## src/rtl/seg_scan_driver.sv

```systemverilog
// Six-digit multiplexed 7-segment scanner for an HH:MM:SS clock.
// Active-low digit enables and segments, blinking field, leading-hour blank.
module seg_scan_driver #(
    parameter int SCAN_DIV  = 50000,
    parameter int BLINK_BIT = 5
) (
    input  logic       CP,
    input  logic       nCR,
    input  logic       EN,
    input  logic [3:0] hour_h,
    input  logic [3:0] hour_l,
    input  logic [3:0] min_h,
    input  logic [3:0] min_l,
    input  logic [3:0] sec_h,
    input  logic [3:0] sec_l,
    input  logic [1:0] blink_sel,
    output logic [5:0] AN,
    output logic [6:0] SEG,
    output logic       DP,
    output logic       frame_tick
);

    localparam int PW = (SCAN_DIV > 1) ? $clog2(SCAN_DIV) : 1;

    logic [PW-1:0] r_presc;
    logic [2:0]    r_idx;
    logic [7:0]    r_frame;
    logic [5:0]    r_an;
    logic [6:0]    r_seg;
    logic          r_dp;
    logic          r_frame_tick;

    logic          w_step;
    logic          w_wrap;
    logic [3:0]    w_digit;
    logic [6:0]    w_seg;
    logic [1:0]    w_field;
    logic          w_blink;
    logic          w_sep;
    logic [5:0]    w_an_next;

    assign w_step = EN && (r_presc == PW'(SCAN_DIV - 1));
    assign w_wrap = w_step && (r_idx == 3'd5);

    always_comb begin
        w_digit = 4'h0;
        w_field = 2'd0;
        case (r_idx)
            3'd0: begin w_digit = hour_h; w_field = 2'd1; end
            3'd1: begin w_digit = hour_l; w_field = 2'd1; end
            3'd2: begin w_digit = min_h;  w_field = 2'd2; end
            3'd3: begin w_digit = min_l;  w_field = 2'd2; end
            3'd4: begin w_digit = sec_h;  w_field = 2'd3; end
            3'd5: begin w_digit = sec_l;  w_field = 2'd3; end
            default: begin w_digit = 4'h0; w_field = 2'd0; end
        endcase
    end

    // Segment order {g,f,e,d,c,b,a}, low = lit; non-BCD codes show a dash.
    always_comb begin
        w_seg = 7'b0111111;
        case (w_digit)
            4'd0: w_seg = 7'b1000000;
            4'd1: w_seg = 7'b1111001;
            4'd2: w_seg = 7'b0100100;
            4'd3: w_seg = 7'b0110000;
            4'd4: w_seg = 7'b0011001;
            4'd5: w_seg = 7'b0010010;
            4'd6: w_seg = 7'b0000010;
            4'd7: w_seg = 7'b1111000;
            4'd8: w_seg = 7'b0000000;
            4'd9: w_seg = 7'b0010000;
            default: w_seg = 7'b0111111;
        endcase
        if (r_idx == 3'd0 && hour_h == 4'd0) begin
            w_seg = 7'b1111111;
        end
    end

    assign w_blink = r_frame[BLINK_BIT] && (blink_sel != 2'd0) && (blink_sel == w_field);
    assign w_sep   = (r_idx == 3'd1) || (r_idx == 3'd3);

    for (genvar gi = 0; gi < 6; gi++) begin : g_an
        assign w_an_next[gi] = (r_idx != 3'(gi));
    end

    always_ff @(posedge CP or negedge nCR) begin
        if (!nCR) begin
            r_presc      <= '0;
            r_idx        <= 3'd0;
            r_frame      <= 8'd0;
            r_an         <= 6'b111111;
            r_seg        <= 7'b1111111;
            r_dp         <= 1'b1;
            r_frame_tick <= 1'b0;
        end else begin
            if (EN) begin
                r_presc <= w_step ? '0 : r_presc + 1'b1;
            end
            if (w_step) begin
                r_idx <= (r_idx == 3'd5) ? 3'd0 : r_idx + 3'd1;
            end
            if (w_wrap) begin
                r_frame <= r_frame + 8'd1;
            end
            r_frame_tick <= w_wrap;
            // Output stage follows the live inputs every cycle, even while frozen.
            r_an  <= w_an_next;
            r_seg <= w_blink ? 7'b1111111 : w_seg;
            r_dp  <= w_blink | ~w_sep;
        end
    end

    assign AN         = r_an;
    assign SEG        = r_seg;
    assign DP         = r_dp;
    assign frame_tick = r_frame_tick;

endmodule

```

## config.mk

```make
export PLATFORM = sky130hd
export DESIGN_NAME = seg_scan_driver
export DESIGN_NICKNAME = d
export VERILOG_FILES = /design/src/rtl/seg_scan_driver.sv
export SDC_FILE = /design/constraint.sdc
export NUM_CORES = 1
export LEC_CHECK = 0
export ABC_AREA = 1
export CORE_MARGIN = 10
export CORE_UTILIZATION = 52
export CTS_CLUSTER_SIZE = 8
export DETAILED_ROUTE_END_ITERATION = 8
export PLACE_DENSITY = 0.87
export SYNTH_ARGS = -nofsm -noshare
export SYNTH_HDL_FRONTEND = slang
export SYNTH_SLANG_ARGS = --single-unit
export TNS_END_PERCENT = 30
```

## constraint.sdc

```tcl
create_clock -name CP -period 2.4 [get_ports CP]
set_input_delay 0.24 -clock CP [delete_from_list [all_inputs] [get_ports CP]]
set_output_delay 0.24 -clock CP [all_outputs]
set_load 0.01 [all_outputs]
```

[Word level (Yosys, flattened, before mapping)]
Memories as Yosys holds them, arrays and structs flattened.
Cells that the tools add are included.
Word-level totals
  input bits: 29
  memories: 1
  memory bits (read-only): 112
  logic and storage cells: 44
  flip-flop bits (word level): 42
Operators by class
  muxes and demuxes: 6
  bitwise gates (word level): 2
  reductions and logical operators: 13
  equality and inequality tests: 12
  $add $sub $neg: 3
Memory list
  (no name shown): depth 16, bits a word 7, read ports 1, clocked after Yosys merged registers in 0, write ports 0, RTL line 62  | case (w_digit)
Operators by type and width (count)
  $pmux 4 s6: 1
  $add 16x1->16 const B: 1
  $eq 16x16->1 const B: 1
  $mux 16: 1
  $mux 7: 2
  $add 8x1->8 const B: 1
  $eq 3x2->1 const B: 2
  $eq 3x3->1 const B: 2
  $ne 3x2->1 const B: 2
  $ne 3x3->1 const B: 2
  $pmux 2 s3: 1
  $reduce_or 2->1: 3
  $logic_and 1x1->1: 5
  $logic_not 4->1: 1
  $add 3x1->3 const B: 1
  $eq 3x1->1 const B: 1
  $logic_not 3->1: 1
  $mux 3: 1
  $ne 3x1->1 const B: 1
  $reduce_bool 3->1: 1
  $eq 2x2->1: 1
  $reduce_bool 2->1: 1
  $logic_or 1x1->1: 1
  $not 1->1: 1
  $or 1x1->1: 1

[Logic depth before layout (Yosys ltp)]
  word-level depth: 6
  depth in mapped cells: 15
  mapped depth without buffers: 14

[Least setup slack after synthesis]
No wires, ideal clock.
  path type: reg-to-reg
  start: register r_idx[0]
  end: register r_seg[0] (netlist: SEG[0])
  data required time: 2316 ps
  clock period less this slack: 1885 ps
  data arrival time: 1801 ps
  stages on the path, launching flop included: 13
  path slack: 515 ps
  cell sequence: dfrtp_1 -> buf_6 -> nand2_1 -> inv_1 -> ha_1 -> nand2_1 -> nand4_1 -> nor2_1 -> inv_1 -> ha_1 -> nand3b_1 -> nand3_1 -> nand3_1
Between the ends
  word-level cells in the longest chain between the ends: 6
Ends and longest elaborated chain
  from (decl): RTL line 26  | logic [2:0] r_idx;
  from (signal assigned): RTL line 101  | r_idx <= (r_idx == 3'd5) ? 3'd0 : r_idx + 3'd1;
  branches (longest 5 deep; another with $mem_v2 16x7)
  $mux 7 *: RTL line 109  | r_seg <= w_blink ? 7'b1111111 : w_seg;
  to (signal assigned): RTL line 109
  to (decl): RTL line 29  | logic [6:0] r_seg;
Every way passes the cells marked *.
A chain may end at the register's enable or synchronous reset.

[Worst setup path after layout]
  start: register r_idx[1]
  end: register r_seg[3] (netlist: SEG[3])
The elaborated chain is that of the path after synthesis.

==> impl_results.md <==
* Clk_skew at 0.008102 ns
* Crit-path max FO at 11
* Kind of critical path: reg -> reg
* Top-count cell post-synth: nand2_1
* TritonRoute pass-1 iters at 4
* Starting density of the core at 54.54%
* Family with the most delay on the worst path: simple AND/OR/NAND/NOR gates
* Area Growth Syn to Fin at 23.54%
* Vias/cell at 5.219
* Chip height at 88.04 microns
* Outcome: completed
* Syn_nets at 341
* Worst rel slew slack at 42.19%
* Core Area at 4414 sq um
* Total Power at 1569 uW
* Non-Filler Instances at 406
* FF+latch count, synth at 40
* Post-DP HPWL at 4552 microns
* Antenna viol nets, final at 0
* Fin Hold WS at 0.05531 ns
* Post-Syn Area at 2407 sq um
* Vias at 2119
* DR top layer: met4
* Final hold vios at 0
* Endpoints failing setup at 0
* Crit share post-route at 87.01%
* Placed cells at 398
* DP Area at 2885 sq um
* Top Ports at 44
* CTS tree: done
* Fmax at 478.9 MHz
* FP Rows at 24
* DR WL met2 at 2964 microns
* Syn Inst Count at 304
* Cell taking the most area after synthesis: dfrtp_1
* Peak supply drop at 369.7 uV
* Post-CTS Setup Bufs at 0
* WL/cell at 14.03 microns
* Arrival @ worst endpoint at 2.30 ns
* Max clock buf depth at 2
* Worst-skew pair later-pin latency at 0.29 ns
* Yosys top cell area share at 27.03%
* CP max stage cell: dfrtp_2
* Pwr per Cell Area at 527.7 nW/um^2
* Post-synth top flop: dfrtp_1
* Crit path largest cell delay at 0.49 ns
* Yosys warns at 0
* Worst min path class: in -> async
* Placer congestion estimate at 0.8352
* TritonCTS Sinks at 40
* DR WL met3 at 409 microns
* Startpoint types: flip-flop
* Async set-reset flop share out of synthesis at 100.0%
* DIE WIDTH at 88.04 microns
* Top cells by count, synth: nand2_1 (63), inv_1 (38), nand3_1 (32), nor2_1 (29), dfrtp_1 (26)
* RSZ-0062 raised after global routing: no
* CP bufs+invs at 2
* GRT overflow at 0
* Worst EP required at 2.61 ns
* Initial antenna violation count at 0
* Leakage at 0.001418 uW
* Slew Limit Fails at 0
* Clock Root Buffer: clkbuf_8
* Final Cell Area at 2974 sq um
* First-pass GRT wire length at 9618 microns
* CTS buffer count at 5
* Largest net degree at the start of global routing at 41
* Crit end category: flip-flop
* Maxcap violations at 0
* Post-Route WL at 5697 microns
* Reg-to-reg slack, setup at 0.31 ns
* ANT cells at 0
* Global Route Usage Sum at 14.93%
* Number of flops mapped to enable cells by yosys at 0
* Layout cells sized above 1 at 16.67%
* H-tree lvl count at 2
* Reg clk slew, reported paths at 0.08 ns
* Number of global-route vias before repair at 2206
* Tmin final at 2.088 ns
* Final TNS setup at 0 ns
* Synth area leaders: dfrtp_1 (27%), dfstp_2 (15%), nand2_1 (9.8%)
* Worst-margin pin slew at 0.8672 ns
* Library cells used by synthesis at 34
* NumNets Final at 390
* Register area share after synthesis at 42.31%
* Die footprint at 7751 sq um
* Port Buffer Count at 43
* CP cell instances: nand2_1 > inv_1 > ha_1 > nand2_1 > nand4_1 > nor2_1 > inv_1 > ha_1 > nand3b_1 > nand3_1 > nand3_1
* Syn_area_per_cell at 7.919 sq um
* Metal-1 WL at 2258 microns
* DRT iter0 DRCs at 159
* Remaining routing DRC violations at 0
[path summary, 6_finish.rpt]
kind,end,cells past startpoint,start
worst max-delay path,SEG[3],11,r_idx[1]
worst min-delay path,r_frame[2],1,nCR
worst max register to register,SEG[3],11,r_idx[1]
worst min register to register,r_frame[1],2,r_frame[1]
max in group asynchronous,r_idx[1],1,nCR
min in group CP,r_frame[1],2,r_frame[1]
[worst reg2reg max path, cell delays in order, from the launching register on]
cell and delay (ns):
dfrtp_2 0.49, nand2_1 0.08, inv_1 0.04, ha_1 0.23, nand2_1 0.09, nand4_1 0.11, nor2_1 0.27, inv_1 0.11
ha_1 0.19, nand3b_1 0.18, nand3_1 0.13, nand3_1 0.08
[placed cells by master, fill, tap and decap left out, drive strengths merged, types with 5 or more instances in the layout]
cell           count
ha                 8
a21oi              8
o21ai             14
clkbuf             5
nand4             15
dfstp             14
xor2               7
buf                5
nor3               8
nand2             71
nand3             34
dfrtp             26
nor2              36
clkdlybuf4s50     42
inv               49
[power by group]
group	total [uW]	switching [uW]	internal (uW)
logic	311	174	137
registers	815	66.5	749
clock network	443	242	201
total	1570	483	1090
[stage by stage]
| stage | setup slack (ns) | utilization [%] |
|---|---|---|
| final | 0.3117 | 67.38 |
| after global routing | 0.1258 | 67.38 |
| after CTS | 0.2205 | 67.35 |
| after detailed placement | 0.2351 | 65.36 |
| after global placement | 0.4457 | 65.36 |
| after floorplan | 0.5151 | - |
[state kept, by name, indices dropped and copies added (netlist names)]
name	cells
r_presc	16
SEG	7
AN	6
r_frame	6
r_idx	3
DP	1
frame_tick	1
[metal layers]
metal	vias up	GRT usage, %
met4	0	3.281
li1	1071	-
met3	10	4.828
met5	-	0
met2	53	26.92
met1	985	16.70
[cell type report]
type	count	area, sq um
Clock inverter	3	18.77
Tap cell	52	65.06
Sequential cell	40	1020
Clock buffer	5	68.82
Multi-Input combinational cell	210	1162
Fill cell	346	1440
Timing Repair Buffer	47	455.4
Inverter	49	183.9
[kinds of logic (layout without fill, tap and decap cells)]
logic type,Yosys count,after routing,synth area share (%)
AOI/OAI and AO/OA,25,25,5.926
xor gates and xnor gates,9,9,3.275
adders and majority gates,8,8,4.158
buffers and inverters,54,104,9.407
DFF,40,40,42.31
and+or+nand+nor,168,168,34.93
[repair_timing]
item                                    CTS  global route
resized for setup                         0             1
hold buffers                              0             0
endpoints found under the setup margin    0             1
hold endpoints to repair                  0             0
Note: power is estimated with default switching activity, not from simulation.
